<file path="src/rtl/design07_arbiter.sv">
// design07_arbiter: round-robin sharing of one start/result/check compute unit
// between two clients, each with a one-entry request buffer and a one-entry
// response buffer. The operation sequence is IDLE -> ISSUE -> WAIT -> IDLE.
module design07_arbiter #(
  parameter int W       = 11,
  parameter int TIMEOUT = 255
) (
  input  logic         i_clk,
  input  logic         i_rst_n,
  input  logic         i_en_req0,
  input  logic [W-1:0] i_req0_a,
  input  logic [W-1:0] i_req0_b,
  output logic         o_rdy_req0,
  input  logic         i_en_req1,
  input  logic [W-1:0] i_req1_a,
  input  logic [W-1:0] i_req1_b,
  output logic         o_rdy_req1,
  input  logic         i_en_resp0,
  output logic [W-1:0] o_resp0_result,
  output logic [W-1:0] o_resp0_check,
  output logic         o_rdy_resp0,
  input  logic         i_en_resp1,
  output logic [W-1:0] o_resp1_result,
  output logic [W-1:0] o_resp1_check,
  output logic         o_rdy_resp1,
  output logic [W-1:0] o_dut_start_a,
  output logic [W-1:0] o_dut_start_b,
  output logic         o_dut_en_start,
  input  logic         i_dut_rdy_start,
  input  logic [W-1:0] i_dut_result,
  input  logic [W-1:0] i_dut_check,
  input  logic         i_dut_rdy_result,
  input  logic         i_dut_rdy_check,
  output logic         o_dut_en_check,
  output logic         o_busy,
  output logic         o_owner,
  output logic         o_err_timeout
);

  localparam logic [7:0] TO_LIMIT = 8'(TIMEOUT);

  typedef enum logic [1:0] {
    S_IDLE  = 2'd0,
    S_ISSUE = 2'd1,
    S_WAIT  = 2'd2
  } state_t;

  state_t            r_state;
  logic              r_owner;
  logic              r_last_grant;
  logic              r_err_timeout;
  logic [7:0]        r_wait_cnt;

  logic [1:0]        w_en_req;
  logic [1:0]        w_en_resp;
  logic [1:0]        w_req_full;
  logic [1:0]        w_resp_full;
  logic [1:0][W-1:0] w_in_a;
  logic [1:0][W-1:0] w_in_b;
  logic [1:0][W-1:0] w_req_a;
  logic [1:0][W-1:0] w_req_b;
  logic [1:0][W-1:0] w_resp_result;
  logic [1:0][W-1:0] w_resp_check;
  logic              w_start_fire;
  logic              w_check_fire;
  logic              w_grant;

  assign w_en_req  = {i_en_req1, i_en_req0};
  assign w_en_resp = {i_en_resp1, i_en_resp0};
  assign w_in_a    = {i_req1_a, i_req0_a};
  assign w_in_b    = {i_req1_b, i_req0_b};

  // Handshakes depend only on state, registered owner and unit RDY inputs.
  assign w_start_fire = (r_state == S_ISSUE) && i_dut_rdy_start;
  assign w_check_fire = (r_state == S_WAIT) && i_dut_rdy_result && i_dut_rdy_check
                        && !w_resp_full[r_owner];

  // With both clients pending, the one not granted last time wins.
  assign w_grant = (&w_req_full) ? ~r_last_grant : w_req_full[1];

  genvar gi;
  generate
    for (gi = 0; gi < 2; gi++) begin : g_client
      logic         r_req_full;
      logic [W-1:0] r_req_a;
      logic [W-1:0] r_req_b;
      logic         r_resp_full;
      logic [W-1:0] r_resp_result;
      logic [W-1:0] r_resp_check;
      logic         w_mine;

      assign w_mine = (r_owner == 1'(gi));

      // Request buffer: filled by the client, freed when its start fires.
      always_ff @(posedge i_clk or negedge i_rst_n) begin
        if (!i_rst_n) begin
          r_req_full <= 1'b0;
          r_req_a    <= '0;
          r_req_b    <= '0;
        end else if (w_en_req[gi]) begin
          r_req_full <= 1'b1;
          r_req_a    <= w_in_a[gi];
          r_req_b    <= w_in_b[gi];
        end else if (w_start_fire && w_mine) begin
          r_req_full <= 1'b0;
        end
      end

      // Response buffer: filled on completion, emptied by the client dequeue.
      always_ff @(posedge i_clk or negedge i_rst_n) begin
        if (!i_rst_n) begin
          r_resp_full   <= 1'b0;
          r_resp_result <= '0;
          r_resp_check  <= '0;
        end else if (w_check_fire && w_mine) begin
          r_resp_full   <= 1'b1;
          r_resp_result <= i_dut_result;
          r_resp_check  <= i_dut_check;
        end else if (w_en_resp[gi]) begin
          r_resp_full <= 1'b0;
        end
      end

      assign w_req_full[gi]    = r_req_full;
      assign w_req_a[gi]       = r_req_a;
      assign w_req_b[gi]       = r_req_b;
      assign w_resp_full[gi]   = r_resp_full;
      assign w_resp_result[gi] = r_resp_result;
      assign w_resp_check[gi]  = r_resp_check;
    end
  endgenerate

  // Operation sequencer with arbitration pointer, wait counter and sticky timeout.
  always_ff @(posedge i_clk or negedge i_rst_n) begin
    if (!i_rst_n) begin
      r_state       <= S_IDLE;
      r_owner       <= 1'b0;
      r_last_grant  <= 1'b1;
      r_wait_cnt    <= '0;
      r_err_timeout <= 1'b0;
    end else begin
      case (r_state)
        S_IDLE: begin
          if (|w_req_full) begin
            r_owner      <= w_grant;
            r_last_grant <= w_grant;
            r_state      <= S_ISSUE;
          end
        end
        S_ISSUE: begin
          if (w_start_fire) begin
            r_wait_cnt <= '0;
            r_state    <= S_WAIT;
          end
        end
        S_WAIT: begin
          if (w_check_fire) begin
            r_state <= S_IDLE;
          end else begin
            if (r_wait_cnt != 8'hFF) r_wait_cnt <= r_wait_cnt + 8'd1;
            if (r_wait_cnt == TO_LIMIT) r_err_timeout <= 1'b1;
          end
        end
        default: r_state <= S_IDLE;
      endcase
    end
  end

  assign o_rdy_req0     = ~w_req_full[0];
  assign o_rdy_req1     = ~w_req_full[1];
  assign o_rdy_resp0    = w_resp_full[0];
  assign o_rdy_resp1    = w_resp_full[1];
  assign o_resp0_result = w_resp_result[0];
  assign o_resp0_check  = w_resp_check[0];
  assign o_resp1_result = w_resp_result[1];
  assign o_resp1_check  = w_resp_check[1];
  assign o_dut_start_a  = (r_state == S_ISSUE) ? w_req_a[r_owner] : '0;
  assign o_dut_start_b  = (r_state == S_ISSUE) ? w_req_b[r_owner] : '0;
  assign o_dut_en_start = w_start_fire;
  assign o_dut_en_check = w_check_fire;
  assign o_busy         = (r_state != S_IDLE);
  assign o_owner        = r_owner;
  assign o_err_timeout  = r_err_timeout;

endmodule
</file>
<file path="config.mk">
export PLATFORM = sky130hd
export DESIGN_NAME = design07_arbiter
export DESIGN_NICKNAME = d
export VERILOG_FILES = /design/src/rtl/design07_arbiter.sv
export SDC_FILE = /design/constraint.sdc
export NUM_CORES = 1
export LEC_CHECK = 0
export CAP_MARGIN = 0
export CORE_MARGIN = 2
export CORE_UTILIZATION = 49
export CTS_CLUSTER_DIAMETER = 30
export DETAILED_ROUTE_END_ITERATION = 10
export PLACE_DENSITY = 0.82
export SETUP_SLACK_MARGIN = 0.1
export SLEW_MARGIN = 25
export SYNTH_ARGS = -nofsm -noshare
export SYNTH_HDL_FRONTEND = slang
export SYNTH_SLANG_ARGS = --single-unit
</file>
<file path="constraint.sdc">
create_clock -name i_clk -period 3.5 [get_ports i_clk]
set_clock_uncertainty 0.2 [all_clocks]
set_input_delay 0.7 -clock i_clk [delete_from_list [all_inputs] [get_ports i_clk]]
set_output_delay 0.7 -clock i_clk [all_outputs]
set_load 0.005 [all_outputs]
</file>
==> impl_metrics.json <==
{
  "status": "finished, final reports clean",
  "syn-num-nets": 397,
  "core_um2": 9110,
  "ys_types": 41,
  "setup_ws_ns": 0.544,
  "dr.pass1.iters": 4,
  "holdWs_ns": 0.184,
  "power_leakage_nw": 2.85,
  "pin_count": 150,
  "power_density_nw_per_um2": 676,
  "ff2ff_setup_slack_ns": 1.33,
  "numCtsBuffers": 9,
  "cap_violations": 0,
  "final-setup-viol-count": 0,
  "synth_area_leaders": "dfrtp_1, mux2_2, mux2_4",
  "grt_max_degree": 56,
  "synth_top_flop_cell": "dfrtp_1",
  "crit_path_max_incr_delay_ns": 0.51,
  "via_count": 3115,
  "die_w_um": 100,
  "vdd_drop_max_mv": 0.283,
  "dp_worst_setup_slack_ns": 0.589,
  "synth.avg_cell_area_um2": 14.1,
  "cts_tree": "built",
  "htree_levels": 3,
  "rr_startpoint": "r_state[1]$_DFFE_PN0P_",
  "fmax_mhz": 338,
  "cts_buffer_depth": 2,
  "stdcell_count": 589,
  "holdCritPathClass": "input port to async pin",
  "startpoint_type": "flop",
  "path_clk_slew_ns": 0.10,
  "finalCriticalPeriod_ns": 2.96,
  "top_usage_layer": "met2",
  "cts-root-buf": "clkbuf_8",
  "ys_warn_count": 0,
  "synth.cell_area_um2": 4510,
  "slowest_stage": "clkdlybuf4s50_1",
  "ys_ff_latch": 105,
  "detail_route.wirelength_mm": 9.93,
  "relSlewSlack_pct": 52.9,
  "grt_pass1_vias": 3241,
  "gr-usage-all-layers_pct": 20.3,
  "finalHoldViolCount": 0,
  "postRouteAntennaNets": 0,
  "r2r_cells": 4,
  "rsz0062_at_grt": "false",
  "port_buffers": 149,
  "grt_pass1_wl_mm": 15.9,
  "yosys.area.top_type": "dfrtp_1",
  "fin_nets": 549,
  "worst_skew_pair.late_latency_ns": 0.36,
  "gp_congestion": 0.843,
  "async_reset_ff_share_pct": 100,
  "drt-vias-per-instance": 5.29,
  "wl_per_cell_um": 16.9,
  "critPathRequiredTime_ns": 2.60,
  "synth_edf_count": 0,
  "utilization_pct": 69.5,
  "overflow": 0,
  "crit_chain": "buf_4 > mux2i_1 > nor2_1 > clkdlybuf4s50_1",
  "met3_usage_pct": 6.41,
  "drt_iter0_markers": 77,
  "initial_core_util_pct": 49.6,
  "r2r_end": "r_wait_cnt[2]$_DFFE_PN0P_",
  "die_area_um2": 10000,
  "worst_pin_slew_ns": 0.707,
  "grt_use_met1_pct": 25.4,
  "fin_tns_setup_ns": 0,
  "areaGrowthSynthToFinish_pct": 40.3,
  "arrival_ns": 2.06,
  "hpwl_mm": 7.10,
  "dp.cells": 573,
  "num_rows": 35,
  "crit_fanout": 25,
  "post_cts_resized": 0,
  "syn_inst": 321,
  "yosys.area.top_type_share_pct": 57.6,
  "drive_gt1_share_pct": 24.3,
  "cts_hold_buf": 0,
  "finalCritPeriodShare_pct": 84.4,
  "setup.worst_path.end_class": "primary output",
  "antenna_found_initial": 0,
  "diodes": 0,
  "grtUsageMet2_pct": 34.5,
  "die_y_um": 100,
  "final_max_slew_viol_count": 0,
  "critical_path_class": "flop to primary output",
  "cts_sinks": 105,
  "drc": 0,
  "postCtsSetupBuffers": 0,
  "synth_seq_area_share_pct": 58.2
}
## synthesized netlist by cell type, types with 2 or more instances
cell type	count
a211o_1	2
a21o_1	3
a31oi_1	3
and3_1	3
buf_1	2
buf_2	7
buf_6	2
clkbuf_1	4
dfrtp_1	104
inv_1	8
mux2_2	70
mux2_4	19
mux2i_1	23
nand2_1	9
nand2b_1	3
nand3_1	3
nor2_1	25
nor2b_1	2
nor3_1	2
o21a_1	2
o21ai_0	5
## critical path, delay by kind of cell (launching register included)
family / cells / cell delay, ns
buffers and inverters: 2 / 0.95
muxes: 1 / 0.15
and+or+nand+nor: 1 / 0.13
DFF: 1 / 0.47
## registers in the layout (all words and copies together) (netlist names)
signal,cells
o_resp0_check,11
o_resp1_result,11
g_client.r_req_b,22
g_client.r_req_full,2
o_owner,1
o_rdy_resp1,1
o_err_timeout,1
r_wait_cnt,8
g_client.r_req_a,22
o_resp1_check,11
o_rdy_resp0,1
o_resp0_result,11
r_last_grant,1
r_state,2
## where the power goes
group | internal, mW | switching [mW] | leakage [nW]
sequential | 1.54 | 0.211 | 1.29
clock | 0.338 | 0.423 | 0.104
combinational | 1.15 | 0.617 | 1.46
total | 3.03 | 1.25 | 2.85
## cells in the final DEF, fill, tap and decap left out, drive strengths merged, types with 6 or more instances in the layout
cell / n
nor2: 25
clkbuf: 9
nand2: 9
o21ai: 6
dfrtp: 104
inv: 11
mux2: 89
mux2i: 23
buf: 8
clkdlybuf4s50: 148
## logic make-up (layout without fill, tap and decap cells)
kind of cell | after synthesis | after routing | share of synthesized area (%)
AO/OA/AOI/OAI | 25 | 25 | 3.94
adder cells (fa/ha/maj) | 1 | 1 | 0.277
buffers and inverters | 23 | 180 | 2.44
flip-flops | 105 | 105 | 58.2
multiplexers | 112 | 112 | 28.9
AND/OR/NAND/NOR | 55 | 55 | 6.24
## area by class of cell
type                    instances  area, um^2
clock buffers                   9         124
clock inverters                 7        75.1
fillers                       672        2780
inverters                       8        30.0
multi-input cells             193        1780
flip-flops and latches        105        2630
well taps                     111         139
repair buffers                156        1550
## worst max-delay path by stage
stage	from	end	slack, ns	cells after the start
after floorplan	i_dut_rdy_check	o_resp0_check[10]$_DFFE_PN0P_	1.45	5
after global placement	i_dut_rdy_check	o_dut_en_check	0.61	4
after detailed placement	i_dut_rdy_check	o_dut_en_check	0.59	4
after CTS	o_owner$_DFFE_PN0P_	o_dut_start_b[6]	0.49	4
after global routing	o_owner$_DFFE_PN0P_	o_dut_start_a[9]	0.40	4
final	o_owner$_DFFE_PN0P_	o_dut_start_b[6]	0.54	4
## per-stage QoR
| step | instance area (um^2) | total power [mW] |
|---|---|---|
| floorplan | 4510 | 2.52 |
| global placement | 6130 | 3.50 |
| detailed placement | 6130 | 3.57 |
| CTS | 6330 | 4.33 |
| global route | 6330 | 4.54 |
| finish | 6330 | 4.28 |
## metal layers
| layer | part of all wire [%] | up-vias |
|---|---|---|
| met5 | 0 | - |
| met4 | 0.46 | 0 |
| met3 | 7.6 | 5 |
| met2 | 49 | 113 |
| met1 | 43 | 1561 |
| li1 | - | 1436 |
(Power assumes the default switching activity.)
